==> src/rtl/spike_fifo_ctrl_if.sv <==
// Handshake/bus bundle between a spike source and spike_fifo_ctrl.
// The master side pushes, pops and flushes; the slave side is the FIFO.
interface spike_fifo_ctrl_if #(
    parameter int B = 8,
    parameter int W = 4
) ();
    logic         flush;
    logic         wr;
    logic [B-1:0] w_data;
    logic         rd;
    logic [B-1:0] r_data;
    logic         empty;
    logic         full;
    logic         almost_empty;
    logic         almost_full;
    logic [W:0]   count;
    logic         ovf;
    logic         udf;

    modport master (
        output flush, wr, w_data, rd,
        input  r_data, empty, full, almost_empty, almost_full, count, ovf, udf
    );

    modport slave (
        input  flush, wr, w_data, rd,
        output r_data, empty, full, almost_empty, almost_full, count, ovf, udf
    );
endinterface

==> src/rtl/spike_fifo_ctrl.sv <==
// Spike-event FIFO with occupancy count, almost-full/empty levels and synchronous flush.
// Define SPIKE_FIFO_ERR_EN to enable the sticky ovf/udf error flags (otherwise tied to 0).
module spike_fifo_ctrl #(
    parameter int B        = 8,
    parameter int W        = 4,
    parameter int AF_LEVEL = 12,
    parameter int AE_LEVEL = 2
) (
    input  logic              clk,
    input  logic              reset_input_queue,
    spike_fifo_ctrl_if.slave  bus
);
    localparam int         DEPTH     = 1 << W;
    localparam logic [W:0] DEPTH_CNT = DEPTH[W:0];
    localparam logic [W:0] AF_CNT    = AF_LEVEL[W:0];
    localparam logic [W:0] AE_CNT    = AE_LEVEL[W:0];

    logic [B-1:0] mem [0:DEPTH-1];
    logic [W-1:0] wr_ptr;
    logic [W-1:0] rd_ptr;
    logic [W:0]   count;
    logic         is_empty;
    logic         is_full;
    logic         rd_acc;
    logic         wr_acc;

    assign is_empty = (count == '0);
    assign is_full  = (count == DEPTH_CNT);
    assign rd_acc   = bus.rd & ~is_empty;
    // A pop in the same cycle frees the slot, so a full FIFO still takes the push.
    assign wr_acc   = bus.wr & (~is_full | rd_acc);

    always_ff @(posedge clk) begin
        if (wr_acc && !bus.flush) begin
            mem[wr_ptr] <= bus.w_data;
        end
    end

    always_ff @(posedge clk or posedge reset_input_queue) begin
        if (reset_input_queue) begin
            wr_ptr <= '0;
            rd_ptr <= '0;
            count  <= '0;
        end else if (bus.flush) begin
            wr_ptr <= '0;
            rd_ptr <= '0;
            count  <= '0;
        end else begin
            if (wr_acc) begin
                wr_ptr <= wr_ptr + 1'b1;
            end
            if (rd_acc) begin
                rd_ptr <= rd_ptr + 1'b1;
            end
            case ({wr_acc, rd_acc})
                2'b10:   count <= count + 1'b1;
                2'b01:   count <= count - 1'b1;
                default: count <= count;
            endcase
        end
    end

`ifdef SPIKE_FIFO_ERR_EN
    logic ovf_q;
    logic udf_q;

    // Flush wins over a same-cycle error so the flags come out cleared.
    always_ff @(posedge clk or posedge reset_input_queue) begin
        if (reset_input_queue) begin
            ovf_q <= 1'b0;
            udf_q <= 1'b0;
        end else if (bus.flush) begin
            ovf_q <= 1'b0;
            udf_q <= 1'b0;
        end else begin
            if (bus.wr && is_full && !bus.rd) begin
                ovf_q <= 1'b1;
            end
            if (bus.rd && is_empty) begin
                udf_q <= 1'b1;
            end
        end
    end

    assign bus.ovf = ovf_q;
    assign bus.udf = udf_q;
`else
    assign bus.ovf = 1'b0;
    assign bus.udf = 1'b0;
`endif

    assign bus.r_data       = is_empty ? '0 : mem[rd_ptr];
    assign bus.empty        = is_empty;
    assign bus.full         = is_full;
    assign bus.almost_empty = (count <= AE_CNT);
    assign bus.almost_full  = (count >= AF_CNT);
    assign bus.count        = count;
endmodule
==> src/flat_wrapper.sv <==
// flat-port wrapper written by rule: the top's interface ports become plain ports
module spike_fifo_ctrl_flat 
#(
    parameter int B        = 8,
    parameter int W        = 4,
    parameter int AF_LEVEL = 12,
    parameter int AE_LEVEL = 2
)
  (clk, reset_input_queue, bus_flush, bus_wr, bus_w_data, bus_rd, bus_r_data, bus_empty, bus_full, bus_almost_empty, bus_almost_full, bus_count, bus_ovf, bus_udf);
  spike_fifo_ctrl_if #(.B(B), .W(W)) bus_i ();
  input  logic clk;
  input  logic reset_input_queue;
  input wire logic [$bits(bus_i.flush)-1:0] bus_flush;
  input wire logic [$bits(bus_i.wr)-1:0] bus_wr;
  input wire logic [$bits(bus_i.w_data)-1:0] bus_w_data;
  input wire logic [$bits(bus_i.rd)-1:0] bus_rd;
  output wire logic [$bits(bus_i.r_data)-1:0] bus_r_data;
  output wire logic [$bits(bus_i.empty)-1:0] bus_empty;
  output wire logic [$bits(bus_i.full)-1:0] bus_full;
  output wire logic [$bits(bus_i.almost_empty)-1:0] bus_almost_empty;
  output wire logic [$bits(bus_i.almost_full)-1:0] bus_almost_full;
  output wire logic [$bits(bus_i.count)-1:0] bus_count;
  output wire logic [$bits(bus_i.ovf)-1:0] bus_ovf;
  output wire logic [$bits(bus_i.udf)-1:0] bus_udf;
  assign bus_i.flush = bus_flush;
  assign bus_i.wr = bus_wr;
  assign bus_i.w_data = bus_w_data;
  assign bus_i.rd = bus_rd;
  assign bus_r_data = bus_i.r_data;
  assign bus_empty = bus_i.empty;
  assign bus_full = bus_i.full;
  assign bus_almost_empty = bus_i.almost_empty;
  assign bus_almost_full = bus_i.almost_full;
  assign bus_count = bus_i.count;
  assign bus_ovf = bus_i.ovf;
  assign bus_udf = bus_i.udf;
  spike_fifo_ctrl #(.B(B), .W(W), .AF_LEVEL(AF_LEVEL), .AE_LEVEL(AE_LEVEL)) u_core (.clk(clk), .reset_input_queue(reset_input_queue), .bus(bus_i));
endmodule
==> config.mk <==
export PLATFORM = sky130hd
export DESIGN_NAME = spike_fifo_ctrl_flat
export DESIGN_NICKNAME = d
export VERILOG_FILES = /design/src/rtl/spike_fifo_ctrl_if.sv /design/src/rtl/spike_fifo_ctrl.sv /design/src/flat_wrapper.sv
export SDC_FILE = /design/constraint.sdc
export NUM_CORES = 1
export LEC_CHECK = 0
export BUFFER_PORTS_ARGS = -buffer_cell sky130_fd_sc_hd__buf_2
export CAP_MARGIN = 20
export CORE_MARGIN = 4
export CORE_UTILIZATION = 40
export CTS_CLUSTER_SIZE = 30
export DETAILED_ROUTE_END_ITERATION = 10
export HOLD_SLACK_MARGIN = 0.05
export SLEW_MARGIN = 40
export SYNTH_ARGS = -nofsm -noshare
export SYNTH_HDL_FRONTEND = slang
export SYNTH_SLANG_ARGS = --single-unit
==> constraint.sdc <==
create_clock -name clk -period 7.9 [get_ports clk]
set_input_delay 1.58 -clock clk [delete_from_list [all_inputs] [get_ports clk]]
set_output_delay 1.58 -clock clk [all_outputs]
set_load 0.02 [all_outputs]
==> flow_summary.ini, run 1 <==
[cts]
post-cts-setup-buffers = 0
cts_resized = 0
clock_latency_ps = 420
clk_pin_slew_ps = 60
htreeDepth = 4
clockBufferDepth = 2
cts_root_buffer = clkbuf_16
cts_buffers = 17
cts_hold_buf = 0
clock-sinks = 141
cts_tree = yes

[grt]
grt_pass1_wl_mm = 18.4
grtUsageTotal_pct = 15.3
first_global_vias = 3050
antenna_found_initial = 1
grt_max_degree = 36
overflow = 0

[hold_path]
min_path_cells = 2
hold_path_end = u_core.wr_ptr[1]
min_path_type = reg -> reg
min_from = u_core.wr_ptr[1]

[final_layout]
syn_to_final_growth_pct = 15.0
nNetsFinal = 382
num_antenna_cells = 0
n_fill_cell = 1221
drive_gt1_share_pct = 32.2
design_area_um2 = 6890
multiInputGateArea_um2 = 1710
final-seq-area_um2 = 4170
mostFrequentLayoutCells = edfxtp_1, mux4_2, buf_2
final_common_cell = edfxtp_1

[logic_synthesis]
synthFlopType = edfxtp_1
ys_types = 42
synth_edf_count = 128
synth_top_family_by_area = multiplexers
muxShareOfSynthArea_pct = 14.6
synth_area_per_cell_um2 = 18.2
netlist.area_leader.share_pct = 64.2
synthAdderAreaFrac_pct = 2.01
syn_inst = 329
synth_compound_area_share_pct = 4.47
ys_warn_count = 0
ys_ff_latch = 141
synth_area_leader_cell = edfxtp_1
syn_area_um2 = 5990
synth-xor-area-share_pct = 1.02
synth.yosys.seq_area_share_pct = 69.6
synth_simple_gate_area_share_pct = 5.50
ys_top_cells_by_area = edfxtp_1, mux4_2, dfrtp_1
async_flop_share_pct = 9.22

[sta]
slew-limit-headroom_pct = 50.6
rsz0062_at_grt = no
hold_violations = 0
worstMarginPinSlew_ps = 741
fin_crit_sh_pct = 52.1
hold_ws_ps = 634
setup_viol = 0
setup_tns_ps = 0
fin_skew_ps = 6.28
finalCriticalPeriod_ps = 4110
fmax_mhz = 243
drv_slew = 0

[pwr]
leakage_uw = 0.00226
vdd_drop_max_mv = 0.179
power_density_nw_per_um2 = 309

[critical_path]
rrSetupSlack_ps = 5030
setup.worst_path.class = reg -> out
rr_worst_depth = 9
startpoint_type = register
arrival_ps = 2530
worstPathRequired_ps = 6320
end_kind = primary output
reg2reg_to = u_core.bus.count[4]
critPathMaxFanout = 35
worstReg2RegStart = u_core.bus.count[2]

[place]
dp_hpwl_mm = 7.34
gp_congestion = 0.772
portBuffers = 29
dpl_cell_area_um2 = 6300

[detailed_routing]
wire_per_inst_um = 21.2
ant_nets = 0
drc = 0
vias = 3008
vias_per_cell = 5.40
drt-total-wl_mm = 11.8
drt_pass1_iterations = 4
drt_iter0_drc = 357

[die]
die_y_um = 130
start_util_pct = 41.0
pin_count = 32
core.rowCount = 44
die-area_um2 = 17000
fp.dieW_um = 130
core-area_um2 = 14600

[status]
status = complete, no violations

[run]
drv_cap = 0
## logic make-up after synthesis
group,count (synthesis)
AND/OR/NAND/NOR,63
AO/OA/AOI/OAI,34
flip-flops,141
buffers and inverters,28
XOR/XNOR,7
other,1
multiplexers,46
adder cells (fa/ha/maj),9
## worst max path at each step
stage                    endpoint  cells past startpoint  slack, ps                 from
floorplan           bus_r_data[0]                      4       4470  u_core.bus.count[4]
global placement    bus_r_data[7]                      5       3910     u_core.rd_ptr[1]
detailed placement  bus_r_data[7]                      5       4180     u_core.rd_ptr[1]
CTS                 bus_r_data[5]                      5       3720     u_core.rd_ptr[1]
global route        bus_r_data[5]                      5       3600     u_core.rd_ptr[1]
finish              bus_r_data[5]                      5       3790     u_core.rd_ptr[1]
## worst max-delay path: stages, from the launching register on
cell	delay, ps
dfrtp_4	810
mux4_2	570
nor2b_1	140
a211oi_1	240
a211oi_1	100
buf_2	220
## cell type report
type | count | area share [%]
Clock buffer | 18 | 6.23
Timing Repair Buffer | 31 | 2.33
Clock inverter | 14 | 2.25
Inverter | 8 | 0.436
Tap cell | 184 | 3.34
Sequential cell | 141 | 60.6
Multi-Input combinational cell | 161 | 24.8
## flip-flops by register name, summed over array words and instances (netlist names)
| signal | flops |
|---|---|
| u_core.wr_ptr | 4 |
| u_core.bus.count | 5 |
| u_core.mem | 128 |
| u_core.rd_ptr | 4 |
## metrics by stage
stage	utilization, %	setup WS, ps	power [uW]	instances
after floorplan	-	4470	1240	330
after global placement	42.9	3910	1360	525
after detailed placement	43.2	4180	1370	525
after CTS	47.2	3720	2160	557
after global routing	47.2	3600	2230	557
final	47.2	3790	2130	557
## per-layer routing
metal	track usage, %	share of wire (%)	up-vias	wire length [um]
met5	0	0.10	-	12
met4	4.90	1.3	2	153
met3	4.87	6.2	17	739
met2	23.4	48	72	5690
met1	21.1	44	1550	5220
li1	-	-	1367	-
## cell usage after synthesis, drive strengths merged, types with 4 or more instances
cell type and n:
nor2b 9, ha 8, buf 15, mux4 32
dfrtp 13, a21oi 7, xor2 4, nor2 29
edfxtp 128, clkbuf 5, mux2i 11, inv 8
nand2 6, a211oi 16, or3 4
## where the power goes
| group | total, uW | internal [uW] | switching [uW] |
|---|---|---|---|
| clock network | 786 | 471 | 315 |
| registers | 890 | 835 | 55.1 |
| logic | 454 | 200 | 254 |
| total | 2130 | 1510 | 625 |
No activity file was read; power rests on OpenSTA's default activity.
==> inputs of run 2 (changes only) <==
Clock period 7.9 ns to 4.2 ns, I/O delays scaled along.
==> flow_summary.ini, run 2 (synthesis results as in run 1) <==
[detailed_routing]
ant_nets = 0
drt-total-wl_mm = 11.9
vias = 2970
vias_per_cell = 5.32
drt_pass1_iterations = 4
drt_iter0_drc = 230
drc = 0
wire_per_inst_um = 21.4

[sta]
rsz0062_at_grt = no
finalCriticalPeriod_ps = 3420
slew-limit-headroom_pct = 42.6
setup_tns_ps = 0
setup_viol = 0
fmax_mhz = 293
hold_violations = 0
worstMarginPinSlew_ps = 858
fin_crit_sh_pct = 81.3
drv_slew = 0
fin_skew_ps = 14.1
hold_ws_ps = 466

[pwr]
power_density_nw_per_um2 = 586
switching_share_pct = 28.7
p_total_uw = 4040
p_sw_uw = 1160
leakage_uw = 0.00226
p_int_uw = 2880
clock_power_share_pct = 37.3
p_seq_share_pct = 41.1
vdd_drop_max_mv = 0.464
combPwrFrac_pct = 21.6

[cts]
cts_buffers = 17
clk_pin_slew_ps = 60
clock-sinks = 141
cts_hold_buf = 0
cts_resized = 0
htreeDepth = 4
cts_root_buffer = clkbuf_16
post-cts-setup-buffers = 0
clockBufferDepth = 2
cts_tree = yes
clock_latency_ps = 420

[critical_path]
slowest_stage = dfrtp_4
critPathMaxFanout = 26
startpoint_type = register
setup.worst_path.class = reg -> out
worstPathRequired_ps = 3360
crit_top_cell = a211oi_1
slowest_delay_ps = 720
arrival_ps = 2580
end_kind = primary output
path_cells = mux4_2 > nor2b_1 > a211oi_1 > a211oi_1 > buf_2

[final_layout]
top_regs = u_core.mem x128, u_core.bus.count x5
final_cells = 558
largest_reg_flops = 128
mostFrequentLayoutCells = edfxtp_1, mux4_2, buf_2
drive_gt1_share_pct = 31.8
regMostFlops = u_core.mem
nNetsFinal = 383
syn_to_final_growth_pct = 15.2
final_common_cell = edfxtp_1
post-route-util_pct = 47.3
num_antenna_cells = 0

[grt]
antenna_found_initial = 0
grt_pass1_wl_mm = 18.7
grt_max_degree = 36
grtUsageTotal_pct = 15.3
overflow = 0
first_global_vias = 3072

[die]
start_util_pct = 41.0
die_y_um = 130
core.rowCount = 44
core-area_um2 = 14600
pin_count = 32
fp.dieW_um = 130
die-area_um2 = 17000

[place]
dp_cells = 526
portBuffers = 29
dp_hpwl_mm = 7.57
gp_congestion = 0.728

[status]
status = complete, no violations

[hold_path]
min_path_type = in -> async

[run]
drv_cap = 0
## run 2: cell types whose count changed in the layout (fill, tap and decap cells not counted), sizes merged
cell / previous run / this run
inv: 15 / 12
bufinv: 2 / 3
clkinvlp: 1 / 4
buf: 31 / 32
clkinv: 4 / 3
## run 2: area by class of cell
type,instances,area [um2]
clock buffers,18,429
clock inverters,14,166
fillers,1206,7690
inverters,8,30.0
multi-input cells,161,1700
flip-flops and latches,141,4170
well taps,184,230
repair buffers,32,168
## run 2: worst paths after layout
path,endpoint,slack [ps],depth (start not counted),startpoint
worst max register to register,u_core.bus.count[4],1440,9,u_core.bus.count[2]
worst min register to register,u_core.wr_ptr[1],610,2,u_core.wr_ptr[1]
worst min-delay path,u_core.bus.count[2],470,2,reset_input_queue
min in group clk,u_core.wr_ptr[1],610,2,u_core.wr_ptr[1]
max in group asynchronous,u_core.rd_ptr[1],3320,2,reset_input_queue
worst max-delay path,bus_r_data[7],780,5,u_core.rd_ptr[1]
## run 2: stage by stage
step,worst slack (ps),instance area (um2)
floorplan,1480,5990
global placement,975,6260
detailed placement,989,6290
CTS,543,6880
global route,654,6900
finish,785,6900
## run 2: worst max-delay path: cells and delay by family (launching register included)
family,cells,cell delay [ps]
buffers and inverters,1,220
AND/OR/NAND/NOR,1,140
AO/OA/AOI/OAI,2,500
multiplexers,1,570
flip-flops,1,720
## run 2: routing by layer
layer	part of all wire, %	track usage, %
met1	44	20.8
met2	49	24.0
met3	5.7	4.67
met4	1.1	4.36
met5	0	0
## run 2: power by group through the flow
| stage | registers [uW] | clock network [uW] | logic (uW) |
|---|---|---|---|
| after floorplan | 1660 | 0 | 685 |
| after CTS | 1660 | 1530 | 894 |
| after detailed placement | 1690 | 0 | 893 |
| after global routing | 1680 | 1590 | 955 |
| final | 1660 | 1510 | 871 |
| after global placement | 1690 | 0 | 882 |
==> inputs of run 3 (changes only) <==
Clock period 4.2 ns to 3.1 ns, I/O delays scaled along.
==> flow_summary.ini, run 3 (synthesis results as in run 1) <==
[grt]
grt_pass1_wl_mm = 19.3
grtUsageTotal_pct = 15.9
grt_max_degree = 36
first_global_vias = 3318
antenna_found_initial = 2
overflow = 0

[pwr]
vdd_drop_max_mv = 0.428
leakage_uw = 0.00240
p_total_uw = 5490
power_density_nw_per_um2 = 780

[status]
status = complete, no violations

[sta]
setup_tns_ps = 0
fmax_mhz = 337
fin_skew_ps = 6.77
hold_violations = 0
finalCriticalPeriod_ps = 2970
worstMarginPinSlew_ps = 683
setup_viol = 0
drv_slew = 0
rsz0062_at_grt = no
fin_crit_sh_pct = 95.7
slew-limit-headroom_pct = 54.5

[die]
die-area_um2 = 17000
die_y_um = 130
pin_count = 32
core-area_um2 = 14600
fp.dieW_um = 130
core.rowCount = 44
start_util_pct = 41.0

[cts]
cts_tree = yes
clock_latency_ps = 420
clk_pin_slew_ps = 60
clockBufferDepth = 2
clock-sinks = 141
cts_buffers = 17
cts_root_buffer = clkbuf_16
htreeDepth = 4
cts_hold_buf = 0

[critical_path]
critPathMaxFanout = 6
crit_start = u_core.rd_ptr[1]
path_cells = buf_4 > mux4_2 > nor2b_1 > a211oi_1 > a211oi_1 > buf_2
cp_top_family = multiplexers
slowest_stage = mux4_2
cp.depth = 6
worstPathRequired_ps = 2480
crit_top_cell = a211oi_1
end_kind = primary output
startpoint_type = register
endpoint = bus_r_data[3]
arrival_ps = 2350
slowest_delay_ps = 490
setup.worst_path.class = reg -> out
reg2reg_to = u_core.bus.count[4]
rr_worst_depth = 9
rrSetupSlack_ps = 260
worstReg2RegStart = u_core.bus.count[4]
worst-path-buf-inv = 2

[run]
drv_cap = 0

[final_layout]
mostFrequentLayoutCells = edfxtp_1, mux4_2, nor2_1, buf_2, buf_4
largest_reg_flops = 128
nNetsFinal = 407
num_antenna_cells = 0
n_fill_cell = 1208
regMostFlops = u_core.mem
post-route-util_pct = 48.3
syn_to_final_growth_pct = 17.6
final_common_cell = edfxtp_1
design_area_um2 = 7040
drive_gt1_share_pct = 31.7
top_regs = u_core.mem x128, u_core.bus.count x5

[place]
dp_hpwl_mm = 7.73
gp_congestion = 0.778
dpl_cell_area_um2 = 6440
portBuffers = 29

[detailed_routing]
vias = 3100
drt_iter0_drc = 154
drt-total-wl_mm = 12.2
drt_pass1_iterations = 4
ant_nets = 0
vias_per_cell = 5.34
drc = 0
wire_per_inst_um = 21.0

[hold_path]
min_path_type = in -> async
==> run 3: worst reg2reg max path, stage by stage (launching register included) <==
cell and delay [ps]:
dfrtp_1 480, or3_1 520, o31ai_4 330, nand2b_1 200, inv_1 90, ha_1 350, nand2b_1 90, a2111o_1 390
o22a_1 200, a31oi_1 120
==> run 3: where the power goes <==
group | switching [uW] | total [uW] | internal, uW
sequential | 96.6 | 2220 | 2130
combinational | 709 | 1260 | 551
clock | 750 | 2010 | 1260
==> run 3: what timing repair did <==
item	CTS	global route
endpoints found under the setup margin	2	1
setup buffers	1	0
pin swaps	0	0
gates resized for setup	1	1
endpoints found under the hold margin	0	0
==> run 3: worst min-delay path by stage <==
| stage | endpoint | slack (ps) |
|---|---|---|
| 3_5_place_dp | u_core.wr_ptr[1] | 600 |
| 6_report | u_core.bus.count[2] | 240 |
| 3_3_place_gp | u_core.wr_ptr[1] | 580 |
| 5_1_grt | u_core.bus.count[2] | 280 |
| 4_1_cts | u_core.bus.count[2] | 260 |
| 2_1_floorplan | u_core.bus.count[0] | 500 |
==> run 3: area by class of cell <==
class	count	area, um2	area share (%)
repair buffers	56	360	5.12
inverters	8	30.0	0.426
multi-input cells	161	1670	23.7
flip-flops and latches	141	4170	59.2
clock inverters	10	141	2.01
clock buffers	21	440	6.25
well taps	184	230	3.27
==> run 3: through the flow <==
step	worst slack, ps	instances	hold WS (ps)
final	133	581	236
after detailed placement	310	549	602
after floorplan	375	330	497
after CTS	66.9	581	262
after global routing	14.5	581	277
after global placement	425	549	580
==> run 3: routing by layer <==
| layer | wire length, um | track usage, % |
|---|---|---|
| met1 | 5210 | 20.8 |
| met2 | 5980 | 24.9 |
| met3 | 757 | 5.32 |
| met4 | 252 | 5.75 |
| met5 | 14 | 0 |
